File: src/rtl/bip_fetch_ctrl.sv
// BIP instruction-fetch and control unit: two-cycle fetch/execute sequencing plus a terminal HALT.
// Optional macro BIP_CYCLE_COUNT_EN adds a 32-bit free-running cycle counter output.
module bip_fetch_ctrl #(
  parameter int len_addr   = 11,
  parameter int len_data   = 16,
  parameter int len_opcode = 5
) (
  input  logic                clk,
  input  logic                rst,
  output logic [len_addr-1:0] ProgAddr,
  input  logic [len_data-1:0] InstrData,
  output logic [len_addr-1:0] Operand,
  output logic [1:0]          SelA,
  output logic                SelB,
  output logic                Op,
  output logic                WrAcc,
  output logic                WrRam,
  output logic                RdRam,
  output logic                InstrValid,
  output logic                Halted
`ifdef BIP_CYCLE_COUNT_EN
  ,
  output logic [31:0]         CycleCount
`endif
);

  typedef enum logic [1:0] {
    FETCH = 2'd0,
    EXEC  = 2'd1,
    HALT  = 2'd2
  } state_e;

  localparam logic [len_opcode-1:0] OpHlt  = len_opcode'(0);
  localparam logic [len_opcode-1:0] OpSto  = len_opcode'(1);
  localparam logic [len_opcode-1:0] OpLd   = len_opcode'(2);
  localparam logic [len_opcode-1:0] OpLdi  = len_opcode'(3);
  localparam logic [len_opcode-1:0] OpAdd  = len_opcode'(4);
  localparam logic [len_opcode-1:0] OpAddi = len_opcode'(5);
  localparam logic [len_opcode-1:0] OpSub  = len_opcode'(6);
  localparam logic [len_opcode-1:0] OpSubi = len_opcode'(7);

  state_e                state_q, state_d;
  logic [len_addr-1:0]   pc_q, pc_d;
  logic [len_opcode-1:0] opcode;

  assign opcode = InstrData[len_data-1 -: len_opcode];

  always_ff @(posedge clk or posedge rst) begin
    if (rst) begin
      state_q <= FETCH;
      pc_q    <= '0;
    end else begin
      state_q <= state_d;
      pc_q    <= pc_d;
    end
  end

  // HLT leaves the PC on its own address so ProgAddr stays frozen there.
  always_comb begin
    state_d = state_q;
    pc_d    = pc_q;
    case (state_q)
      FETCH: state_d = EXEC;
      EXEC: begin
        if (opcode == OpHlt) begin
          state_d = HALT;
        end else begin
          state_d = FETCH;
          pc_d    = pc_q + len_addr'(1);
        end
      end
      HALT:    state_d = HALT;
      default: state_d = FETCH;
    endcase
  end

  // Controls derive from the current state only, so an async reset kills any write enable at once.
  always_comb begin
    Operand    = '0;
    SelA       = 2'b00;
    SelB       = 1'b0;
    Op         = 1'b0;
    WrAcc      = 1'b0;
    WrRam      = 1'b0;
    RdRam      = 1'b0;
    InstrValid = 1'b0;
    if (state_q == EXEC) begin
      InstrValid = 1'b1;
      Operand    = InstrData[len_addr-1:0];
      case (opcode)
        OpSto: WrRam = 1'b1;
        OpLd: begin
          RdRam = 1'b1;
          WrAcc = 1'b1;
        end
        OpLdi: begin
          SelA  = 2'b01;
          WrAcc = 1'b1;
        end
        OpAdd: begin
          RdRam = 1'b1;
          SelA  = 2'b10;
          WrAcc = 1'b1;
        end
        OpAddi: begin
          SelB  = 1'b1;
          SelA  = 2'b10;
          WrAcc = 1'b1;
        end
        OpSub: begin
          RdRam = 1'b1;
          Op    = 1'b1;
          SelA  = 2'b10;
          WrAcc = 1'b1;
        end
        OpSubi: begin
          SelB  = 1'b1;
          Op    = 1'b1;
          SelA  = 2'b10;
          WrAcc = 1'b1;
        end
        default: ;
      endcase
    end
  end

  assign ProgAddr = pc_q;
  assign Halted   = (state_q == HALT);

`ifdef BIP_CYCLE_COUNT_EN
  logic [31:0] cnt_q;

  // Counts the edge that enters HALT too, then freezes.
  always_ff @(posedge clk or posedge rst) begin
    if (rst) begin
      cnt_q <= '0;
    end else if (state_q != HALT) begin
      cnt_q <= cnt_q + 32'd1;
    end
  end

  assign CycleCount = cnt_q;
`endif

endmodule

File: config.mk
export PLATFORM = sky130hd
export DESIGN_NAME = bip_fetch_ctrl
export DESIGN_NICKNAME = d
export VERILOG_FILES = /design/src/rtl/bip_fetch_ctrl.sv
export SDC_FILE = /design/constraint.sdc
export NUM_CORES = 1
export LEC_CHECK = 0
export BUFFER_PORTS_ARGS = -buffer_cell sky130_fd_sc_hd__clkbuf_2
export CAP_MARGIN = 20
export CORE_ASPECT_RATIO = 1.25
export CORE_MARGIN = 5
export CORE_UTILIZATION = 43
export DETAILED_ROUTE_END_ITERATION = 6
export GPL_TIMING_DRIVEN = 1
export PLACE_DENSITY = 0.82
export SLEW_MARGIN = 20
export SYNTH_ARGS = -nofsm -noshare
export SYNTH_HDL_FRONTEND = slang
export SYNTH_SLANG_ARGS = --single-unit
export TNS_END_PERCENT = 30
File: constraint.sdc
create_clock -name clk -period 2.8 [get_ports clk]
set_input_delay 0.42 -clock clk [delete_from_list [all_inputs] [get_ports clk]]
set_output_delay 0.42 -clock clk [all_outputs]
set_load 0.005 [all_outputs]
[Yosys cells after proc, flatten, opt, wreduce, memory -nomap -nowiden]
Index checks and enable logic that the tools add are counted.
W data, S select, Z words.
Storage, ports and cells
  word-level logic and storage cells: 37
  input port bits: 18
  register bits: 13
Operators by class
  eq/ne operators: 9
  reductions and logical operators: 8
  add/subtract/negate cells: 1
  muxes and demuxes: 16
  bitwise gates (word level): 1
Operators by type and width (count)
  $eq A5 B3 Y1 const B: 4
  $add A11 B1 Y11 const B: 1
  $mux W1: 11
  $mux W11: 1
  $eq A5 B2 Y1 const B: 2
  $pmux W2 S3: 1
  $reduce_or A6 Y1: 1
  $eq A5 B1 Y1 const B: 1
  $logic_not A5 Y1: 1
  $mux W2: 2
  $pmux W2 S2: 1
  $reduce_or A2 Y1: 2
  $reduce_or A4 Y1: 1
  $reduce_or A3 Y1: 1
  $eq A2 B1 Y1 const B: 1
  $eq A2 B2 Y1 const B: 1
  $logic_not A2 Y1: 1
  $reduce_and A2 Y1: 1
  $not A1 Y1: 1

[Depth between registers and ports, before layout]
  depth in word-level cells: 4
  gate-level depth with buffers: 5
  depth with buffers taken out: 5

[Least setup slack after synthesis]
No wires, ideal clock.
  kind: reg2out
  start: register state_q[1]
  end: output port RdRam
  cell stages (with the launch flop): 5
  path buffers: 0
  data required time: 2380 ps
  data arrival time: 1007 ps
  slack: 1373 ps
  cell sequence: dfrtp_1 -> nand2b_4 -> nor3_2 -> o21a_1 -> nor2b_1
On the way
  word-level cells in the longest chain between the ends: 2
RTL lines
  from (decl): line 42  | state_e state_q, state_d;
  from (signal assigned): line 53  | state_q <= state_d;
  $eq A2 B1 Y1: line 87  | if (state_q == EXEC) begin
  $mux W1: line 87
  to (decl): line 18  | output logic RdRam,
No other way between the ends.

[Worst setup path after layout]
  start: register state_q[1]
  end: output port SelA[0]
On the way
  word-level cells in the longest chain between the ends: 2
RTL lines
  $eq A2 B1 Y1: line 87
  $mux W2: line 87
  to (decl): line 13  | output logic [1:0] SelA,
No other way between the ends.

==> reports/metrics.csv <==
stage,metric,value,unit
outcome,status,"complete, no violations",
yosys,"Seq/Total Area, Yosys",0.439,
timing,final clock skew,0.00391,ns
placement,Placed Instance Area,1000,sq um
drt,routed len/inst,13.0,microns
worst_hold_path,Hold Crit Class,input port to asynchronous set/reset pin,
grt,met2 Use GR,0.260,
grt,Total GRT Usage,0.162,
job,Max Cap Viol,0,
floorplanning,Top Ports,49,
drt,antenna-violating nets left,0,
timing,worst hold margin,0.129,ns
cells_and_area,final instance area,1030,sq um
clock_network,CTS Buf Count,3,
power,total power,0.806,mW
yosys,syn nets,91,
worst_setup_path,CP endpoint kind,output pin,
worst_setup_path,CP required,2.38,ns
clock_network,post-CTS setup buffers,0,
placement,post-placement setup slack,1.17,ns
floorplanning,starting density of the core,0.462,
clock_network,cts-stage hold buffer count,0,
drt,Routed WL,1830,microns
worst_setup_path,first element of the critical path,state_q[1],
drt,Via Count,715,
yosys,largest area contributor in the netlist,dfrtp_1,
clock_network,CTS clock-pin slew for the worst setup and hold paths,0.08,ns
grt,vias in the first global route,795,
grt,Top Usage Layer GRT,met2,
floorplanning,Die Footprint,2660,sq um
yosys,Post-Synthesis Cells,72,
drt,first drt pass iteration count,3,
placement,DP HPWL,1540,microns
timing,Tmin final,1.89,ns
worst_setup_path,critical path arrival,1.47,ns
yosys,post-synth top area share,0.439,
worst_setup_path,Worst Setup Start Kind,flop,
cells_and_area,nets@finish,143,
clock_network,CTS resizes,0,
yosys,yosys warns,0,
timing,Worst slew margin,0.695,
yosys,"EDFF count, synth",0,
cells_and_area,Antenna diodes,0,
grt,largest net degree at the start of global routing,17,
power,Max VDD drop,0.431,mV
placement,dpl cells,137,
yosys,Syn Area/Cell,10.3,sq um
cells_and_area,area of the multi-input gates,404,sq um
grt,M3 GR Usage,0.0639,
grt,global-route wire length before repair,3250,microns
grt,GR Util met1,0.193,
clock_network,worst skew pair latency,0.27,ns
floorplanning,Std-Cell Rows,16,
worst_setup_path,Setup CP Type,flop to output pin,
placement,routability cong.,0.755,
floorplanning,core footprint,1600,sq um
yosys,synth unique cells,28,
floorplanning,die height,56.4,microns
power,P_leak,0.554,nW
clock_network,CTS tree,yes,
clock_network,CTS Sinks,13,
timing,final setup vio count,0,
timing,Peak Freq,529,MHz
cells_and_area,Register Area,325,sq um
power,power per cell area,786,nW/um^2
clock_network,CTS root buf,clkbuf_4,
timing,RSZ-0062 raised after global routing,no,
worst_setup_path,RR Startpoint,state_q[1],
cells_and_area,Non-Filler Instances,141,
timing,Least-Margin Pin Slew,0.456,ns
drt,number of DRC markers in iteration 0,4,
cells_and_area,area delta synth->final,38.5,%
timing,"Worst Setup Slack, final",0.909,ns
timing,Final Hold Fails,0,
grt,grt ovf,0,
yosys,dominant cells by area after synthesis,"dfrtp_1, and2_1, xnor2_1",
yosys,mapped cell area,741,sq um
grt,antenna violations before repair,0,
clock_network,Clock H-tree levels,1,
drt,DRC viols,0,
timing,fin crit share,0.675,
timing,fin. max-slew vios,0,
placement,port bufs,48,
floorplanning,die width,47.1,microns
yosys,Seq cells post-synth,13,
cells_and_area,fillcell total,138,
cells_and_area,final core occ,0.641,
clock_network,clock buffer depth,2,
drt,vias per cell,5.07,
yosys,Synth async-reset ratio,1.00,
cells_and_area,share of cells above drive strength 1,0.480,
yosys,Post-synth top flop,dfrtp_1,
worst_setup_path,"critical path fanouts, max",4,
yosys,Commonest cells post-synth,"and2_1, dfrtp_1, xnor2_1",
timing,TNS Setup,0,ns
[sequential cells by signal, summed over array words and instances (netlist names)]
name,count
state_q,2
ProgAddr,11
[path summary, 6_finish.rpt]
| path | endpoint | slack (ns) | cells past startpoint |
|---|---|---|---|
| max | SelA[0] | 0.91 | 5 |
| min | ProgAddr[10] | 0.13 | 2 |
| max reg2reg | ProgAddr[2] | 1.43 | 5 |
| min reg2reg | state_q[0] | 0.46 | 1 |
| max in group asynchronous | ProgAddr[8] | 2.36 | 2 |
| min in group clk | state_q[0] | 0.46 | 1 |
[area by class of cell]
class	instances	share of cell area
inverters	2	0.00732
repair buffers	48	0.234
well taps	18	0.0220
multi-input cells	56	0.394
clock buffers	4	0.0256
flip-flops and latches	13	0.317
[critical path, cell delays in order, from the launching register on]
cell and delay, ns:
dfrtp_1 0.40, nand2b_4 0.16, nor3_2 0.20, nand2_1 0.12, nor3b_1 0.18, clkbuf_2 0.14
[cell families after synthesis]
group	after synthesis	synth area share
xor gates and xnor gates	10	0.118
muxes	1	0.0203
and+or+nand+nor	40	0.351
DFF	13	0.439
AOI/OAI and AO/OA	4	0.0389
adders and majority gates	1	0.0169
buffers and inverters	3	0.0152
[where the power goes]
group | internal (mW) | switching (mW)
sequential | 0.246 | 0.0709
combinational | 0.196 | 0.180
clock | 0.0551 | 0.0569
total | 0.498 | 0.308
[layer usage]
metal | vias to the layer above | part of all wire
li1 | 345 | -
met1 | 326 | 0.39
met2 | 42 | 0.48
met3 | 2 | 0.12
met4 | 0 | 0.0060
met5 | - | 0
[cell usage in the layout, fill, tap and decap left out]
cell type  netlist  routed
inv_2            1       1
and2_4           1       1
nor2_1           2       2
xnor2_1          8       8
nor2_2           1       1
and3_1           3       3
nor2b_1          3       3
clkbuf_1         1       1
nor3_2           1       1
xor2_1           2       2
nor3_1           1       1
inv_1            1       1
nand2_1          4       4
and2_1          13      13
nor3b_1          1       1
nand3b_1         1       1
dfrtp_1         13      13
nand4_1          4       4
nor3_4           1       1
ha_1             1       1
a21oi_2          1       1
o21a_1           1       1
clkbuf_2         0      48
a21oi_1          1       1
and4_1           1       1
clkbuf_4         0       3
a21o_1           1       1
mux2_4           1       1
nand2b_4         1       1
nand3_1          2       2
(Power assumes the default switching activity.)
